### config.mk
export PLATFORM = sky130hd
export DESIGN_NAME = ram_arbiter
export DESIGN_NICKNAME = d
export VERILOG_FILES = /design/src/rtl/ram_arbiter_pkg.sv /design/src/rtl/rr_arbiter2.sv /design/src/rtl/ram_arbiter.sv
export SDC_FILE = /design/constraint.sdc
export NUM_CORES = 1
export LEC_CHECK = 0
export CORE_ASPECT_RATIO = 1.2
export CORE_MARGIN = 2
export CORE_UTILIZATION = 42
export DETAILED_ROUTE_END_ITERATION = 8
export HOLD_SLACK_MARGIN = 0.12
export PLACE_DENSITY = 0.84
export SYNTH_ARGS = -nofsm -noshare
export SYNTH_HDL_FRONTEND = slang
export SYNTH_SLANG_ARGS = --single-unit
### constraint.sdc
create_clock -name clk -period 4.5 [get_ports clk]
set_input_delay 0.675 -clock clk [delete_from_list [all_inputs] [get_ports clk]]
set_output_delay 0.675 -clock clk [all_outputs]
set_load 0.1 [all_outputs]
### src/rtl/ram_arbiter_pkg.sv
// ram_arbiter_pkg: shared types and defaults for the two-port RAM arbiter.
//   state_t  - arbiter FSM states
//   req_id_t - requester identifier (0 or 1)
package ram_arbiter_pkg;

  localparam int unsigned DEF_DATA_WIDTH = 8;
  localparam int unsigned DEF_ADDR_BITS  = 4;

  typedef enum logic [2:0] {
    ST_IDLE,
    ST_WR,
    ST_RD_ADDR,
    ST_RD_DATA,
    ST_DONE
  } state_t;

  typedef logic req_id_t;

  localparam req_id_t REQ0 = 1'b0;
  localparam req_id_t REQ1 = 1'b1;

endpackage

### src/rtl/rr_arbiter2.sv
// rr_arbiter2: two-way round-robin selector (purely combinational).
//   i_req   - request vector, bit N from requester N
//   i_last  - requester granted most recently
//   o_grant - selected requester id
//   o_valid - at least one request present
module rr_arbiter2
  import ram_arbiter_pkg::*;
(
  input  logic [1:0] i_req,
  input  req_id_t    i_last,
  output req_id_t    o_grant,
  output logic       o_valid
);

  always_comb begin
    o_valid = |i_req;
    o_grant = REQ0;
    if (i_req == 2'b11) begin
      // Tie: the requester not served last time wins.
      o_grant = (i_last == REQ0) ? REQ1 : REQ0;
    end else if (i_req[1]) begin
      o_grant = REQ1;
    end
  end

endmodule

### src/rtl/ram_arbiter.sv
// ram_arbiter: arbitrates two requesters onto one synchronous single-port RAM.
//   clk, rst                      - clock, synchronous active-high reset
//   reqN/weN/addrN/wdataN         - request, direction, address, write data (N=0,1)
//   ackN                          - one-cycle completion pulse
//   rdataN                        - last read result for requester N
//   busy                          - high whenever the FSM is not idle
//   ram_cs/ram_wr_en/ram_out_en   - RAM controls, decoded from state only
//   ram_addr/ram_wdata/ram_rdata  - RAM address, write data, read data
module ram_arbiter
  import ram_arbiter_pkg::*;
#(
  parameter int unsigned DATA_WIDTH = DEF_DATA_WIDTH,
  parameter int unsigned ADDR_BITS  = DEF_ADDR_BITS
) (
  input  logic                  clk,
  input  logic                  rst,
  input  logic                  req0,
  input  logic                  we0,
  input  logic [ADDR_BITS-1:0]  addr0,
  input  logic [DATA_WIDTH-1:0] wdata0,
  input  logic                  req1,
  input  logic                  we1,
  input  logic [ADDR_BITS-1:0]  addr1,
  input  logic [DATA_WIDTH-1:0] wdata1,
  output logic                  ack0,
  output logic                  ack1,
  output logic [DATA_WIDTH-1:0] rdata0,
  output logic [DATA_WIDTH-1:0] rdata1,
  output logic                  busy,
  output logic                  ram_cs,
  output logic                  ram_wr_en,
  output logic                  ram_out_en,
  output logic [ADDR_BITS-1:0]  ram_addr,
  output logic [DATA_WIDTH-1:0] ram_wdata,
  input  logic [DATA_WIDTH-1:0] ram_rdata
);

  state_t                r_state;
  state_t                w_state_nxt;
  req_id_t               r_id;
  req_id_t               r_last;
  logic [ADDR_BITS-1:0]  r_addr;
  logic [DATA_WIDTH-1:0] r_wdata;
  logic [DATA_WIDTH-1:0] r_rdata0;
  logic [DATA_WIDTH-1:0] r_rdata1;
  req_id_t               w_grant;
  logic                  w_valid;
  logic                  w_sel_we;

  rr_arbiter2 u_rr (
    .i_req   ({req1, req0}),
    .i_last  (r_last),
    .o_grant (w_grant),
    .o_valid (w_valid)
  );

  assign w_sel_we = (w_grant == REQ1) ? we1 : we0;

  always_ff @(posedge clk) begin
    if (rst) r_state <= ST_IDLE;
    else     r_state <= w_state_nxt;
  end

  // Next state plus state-decoded outputs; no path from reqN to the RAM pins.
  always_comb begin
    w_state_nxt = r_state;
    busy        = 1'b1;
    ram_cs      = 1'b0;
    ram_wr_en   = 1'b0;
    ram_out_en  = 1'b0;
    ack0        = 1'b0;
    ack1        = 1'b0;
    unique case (r_state)
      ST_IDLE: begin
        busy = 1'b0;
        if (w_valid) w_state_nxt = w_sel_we ? ST_WR : ST_RD_ADDR;
      end
      ST_WR: begin
        ram_cs      = 1'b1;
        ram_wr_en   = 1'b1;
        w_state_nxt = ST_DONE;
      end
      ST_RD_ADDR: begin
        ram_cs      = 1'b1;
        w_state_nxt = ST_RD_DATA;
      end
      ST_RD_DATA: begin
        ram_cs      = 1'b1;
        ram_out_en  = 1'b1;
        w_state_nxt = ST_DONE;
      end
      ST_DONE: begin
        ack0        = (r_id == REQ0);
        ack1        = (r_id == REQ1);
        w_state_nxt = ST_IDLE;
      end
      default: w_state_nxt = ST_IDLE;
    endcase
  end

  // The direction is carried by the state itself, so only id/addr/wdata are latched.
  always_ff @(posedge clk) begin
    if (rst) begin
      r_id     <= REQ0;
      r_last   <= REQ1;
      r_addr   <= '0;
      r_wdata  <= '0;
      r_rdata0 <= '0;
      r_rdata1 <= '0;
    end else begin
      if (r_state == ST_IDLE && w_valid) begin
        r_id    <= w_grant;
        r_addr  <= (w_grant == REQ1) ? addr1 : addr0;
        r_wdata <= (w_grant == REQ1) ? wdata1 : wdata0;
      end
      if (w_state_nxt == ST_DONE) r_last <= r_id;
      if (r_state == ST_RD_DATA) begin
        if (r_id == REQ0) r_rdata0 <= ram_rdata;
        else              r_rdata1 <= ram_rdata;
      end
    end
  end

  assign ram_addr  = r_addr;
  assign ram_wdata = r_wdata;
  assign rdata0    = r_rdata0;
  assign rdata1    = r_rdata1;

endmodule

==> impl_metrics.toml <==
[outcome]
status = "finished clean"

[sta]
fin_crit_sh_pct = 63.84
min_period_ps = 2873
tightest_slew_ps = 1182
hold_violations = 0
tns_ps = 0
slew_headroom_pct = 20.59
fin_skew_ps = 2.401
setup_viol = 0
finalMaxSlewViolations = 0
hold_slack_ps = 453.8
rsz0062_at_grt = "no"
fmax_mhz = 348.1

[clocking]
ctsHoldBuffers = 0
cts_tree = "done"
cts_sinks = 33
clk_latency_ps = 280
cts_buffer_depth = 2
cts-buffers-inserted = 5
h-tree-depth = 2
clk_pin_slew_ps = 70
postCtsSetupRepairBufs = 0
post_cts_resized = 0
cts-root-buf = "clkbuf_8"

[finish]
nNetsFinal = 270
stdcell_area_mm2 = 0.002210
antenna_cells = 0
areaGrowthSynthToFinish_pct = 55.18
utilization_pct = 67.35
drive_above_1_share_pct = 4.721

[yosys]
synth_area_mm2 = 0.001424
synthAdderAreaFrac_pct = 0
synth_top_area_share_pct = 46.40
synthSimpleGateAreaFrac_pct = 21.62
synthArstFlopShare_pct = 0
synth_cells = 165
yosys.area.top_type = "dfxtp_1"
synth_top_family_by_area = "simple AND/OR/NAND/NOR gates"
ys_types = 26
synth_edf_count = 0
synth_warnings = 0
syn_nets = 203
ys.flop_type = "dfxtp_1"
synthMuxAreaShare_pct = 6.327
yosys-top-cells-count = "dfxtp_1, inv_1, nand2_1"
netlist_top_cells_area = "dfxtp_1, a222oi_1, inv_1, nand2b_1, mux2i_1"
synth_most_common_cell = "dfxtp_1"
synthXorXnorAreaFrac_pct = 0
synth-compound-area-share_pct = 14.76
synth_seq_area_share_pct = 46.40
synth-seq-cells = 33
syn_area_per_cell_um2 = 8.629

[critical_path]
r2r_setup_slack_ps = 2260
critPathCapture = "busy"
r2r-start = "r_state[2]"
critPathLaunchType = "register"
r2r_cells = 3
cp.arrival_ps = 2200
path_max_fanout = 9
cp-startpoint = "r_state[1]"
regToRegEndpoint = "ram_wdata[3]"
crit_path_end_kind = "output port"
worst_ep_required_time_ps = 3830
crit_type = "reg -> out"

[drt]
first_pass_iters = 7
vias = 1337
wl_mm = 3.465
route.detailed.drc = 0
avgRoutedWirePerCell_um = 12.83
ant_nets = 0
first_iter_violations = 98
avgViaCountPerCell = 4.952

[hold_path]
worstHoldPathType = "reg -> reg"

[place]
dp_hpwl_mm = 2.544
place_area_mm2 = 0.002123
gp_congestion = 0.7647
io_buffers = 71

[global_route]
first_global_vias = 1290
antenna_found_initial = 0
grtUsageTotal_pct = 18.79
grt_max_degree = 35
grt_pass1_wl_mm = 5.630
grt_overflow = 0

[floorplan]
rows = 23
ios = 72
core_area_mm2 = 0.003281
chipHeight_um = 67.78
fp.dieArea_mm2 = 0.003874
start_util_pct = 43.40
die-width_um = 57.15

[pwr]
p_leak_uw = 0.0008743
p_per_area_mw_per_mm2 = 416.1
ir_worst_vdd_mv = 0.3007

[flow_run]
cap_violations = 0
## stage by stage
stage | power, µW | setup WS, ps | cells
after floorplan | 613.5 | 1929 | 165
after CTS | 925.0 | 1625 | 270
after detailed placement | 711.4 | 1690 | 262
after global placement | 707.3 | 1783 | 262
after global routing | 955.1 | 1550 | 270
final | 919.4 | 1627 | 270
## state kept, by name (all words and copies together), names as in the netlist
| name | flops |
|---|---|
| r_id | 1 |
| r_last | 1 |
| rdata1 | 8 |
| ram_addr | 4 |
| rdata0 | 8 |
| ram_wdata | 8 |
| r_state | 3 |
## cell type report
class	instances	area, µm²
Clock buffer	5	68.82
Clock inverter	3	17.52
Fill cell	293	1071
Inverter	26	97.59
Multi-Input combinational cell	95	608.1
Sequential cell	33	660.6
Tap cell	37	46.29
Timing Repair Buffer	71	710.7
## report_power, final
part	switching [µW]	internal, µW	leakage, µW	total, µW
registers	19.3	320	0.000270	339
clock network	108	107	0.0000439	215
logic	261	104	0.000560	365
total	389	531	0.000874	919
## layer usage
metal | wire, µm | vias to the layer above | GRT usage, %
met2 | 1698 | 50 | 31.03
met5 | 0 | - | 0
met3 | 339 | 5 | 8.429
li1 | - | 685 | -
met1 | 1383 | 597 | 20.87
met4 | 44 | 0 | 8.430
## cell usage in the layout (no fill, tap or decap), types with 2 or more instances in the layout
master / Yosys / layout
a2111oi_0: 2 / 2
dfxtp_1: 33 / 33
nand2_1: 17 / 17
clkbuf_8: 0 / 5
nand2b_1: 15 / 15
mux2i_1: 9 / 9
or3_1: 2 / 2
a222oi_1: 11 / 11
inv_1: 26 / 26
clkdlybuf4s50_1: 0 / 71
a21oi_1: 11 / 11
clkinv_2: 0 / 2
nor2_1: 15 / 15
## critical path, stage by stage (launching register included)
cell and delay (ps):
dfxtp_1 470, or3_1 270, clkdlybuf4s50_1 1170
## worst min-delay path by stage
stage / endpoint / from / cells past startpoint
after floorplan: r_last / r_last / 2
after global placement: rdata1[7] / rdata1[7] / 2
after detailed placement: rdata1[4] / rdata1[4] / 2
after CTS: rdata1[4] / rdata1[4] / 2
after global routing: rdata1[4] / rdata1[4] / 2
final: rdata1[6] / rdata1[6] / 2
## cells by family (layout without fill, tap and decap cells)
family,count (synthesis),in the layout
AOI/OAI and AO/OA,27,27
buffers and inverters,37,105
DFF,33,33
muxes,9,9
and+or+nand+nor,59,59
(Power assumes the default switching activity.)
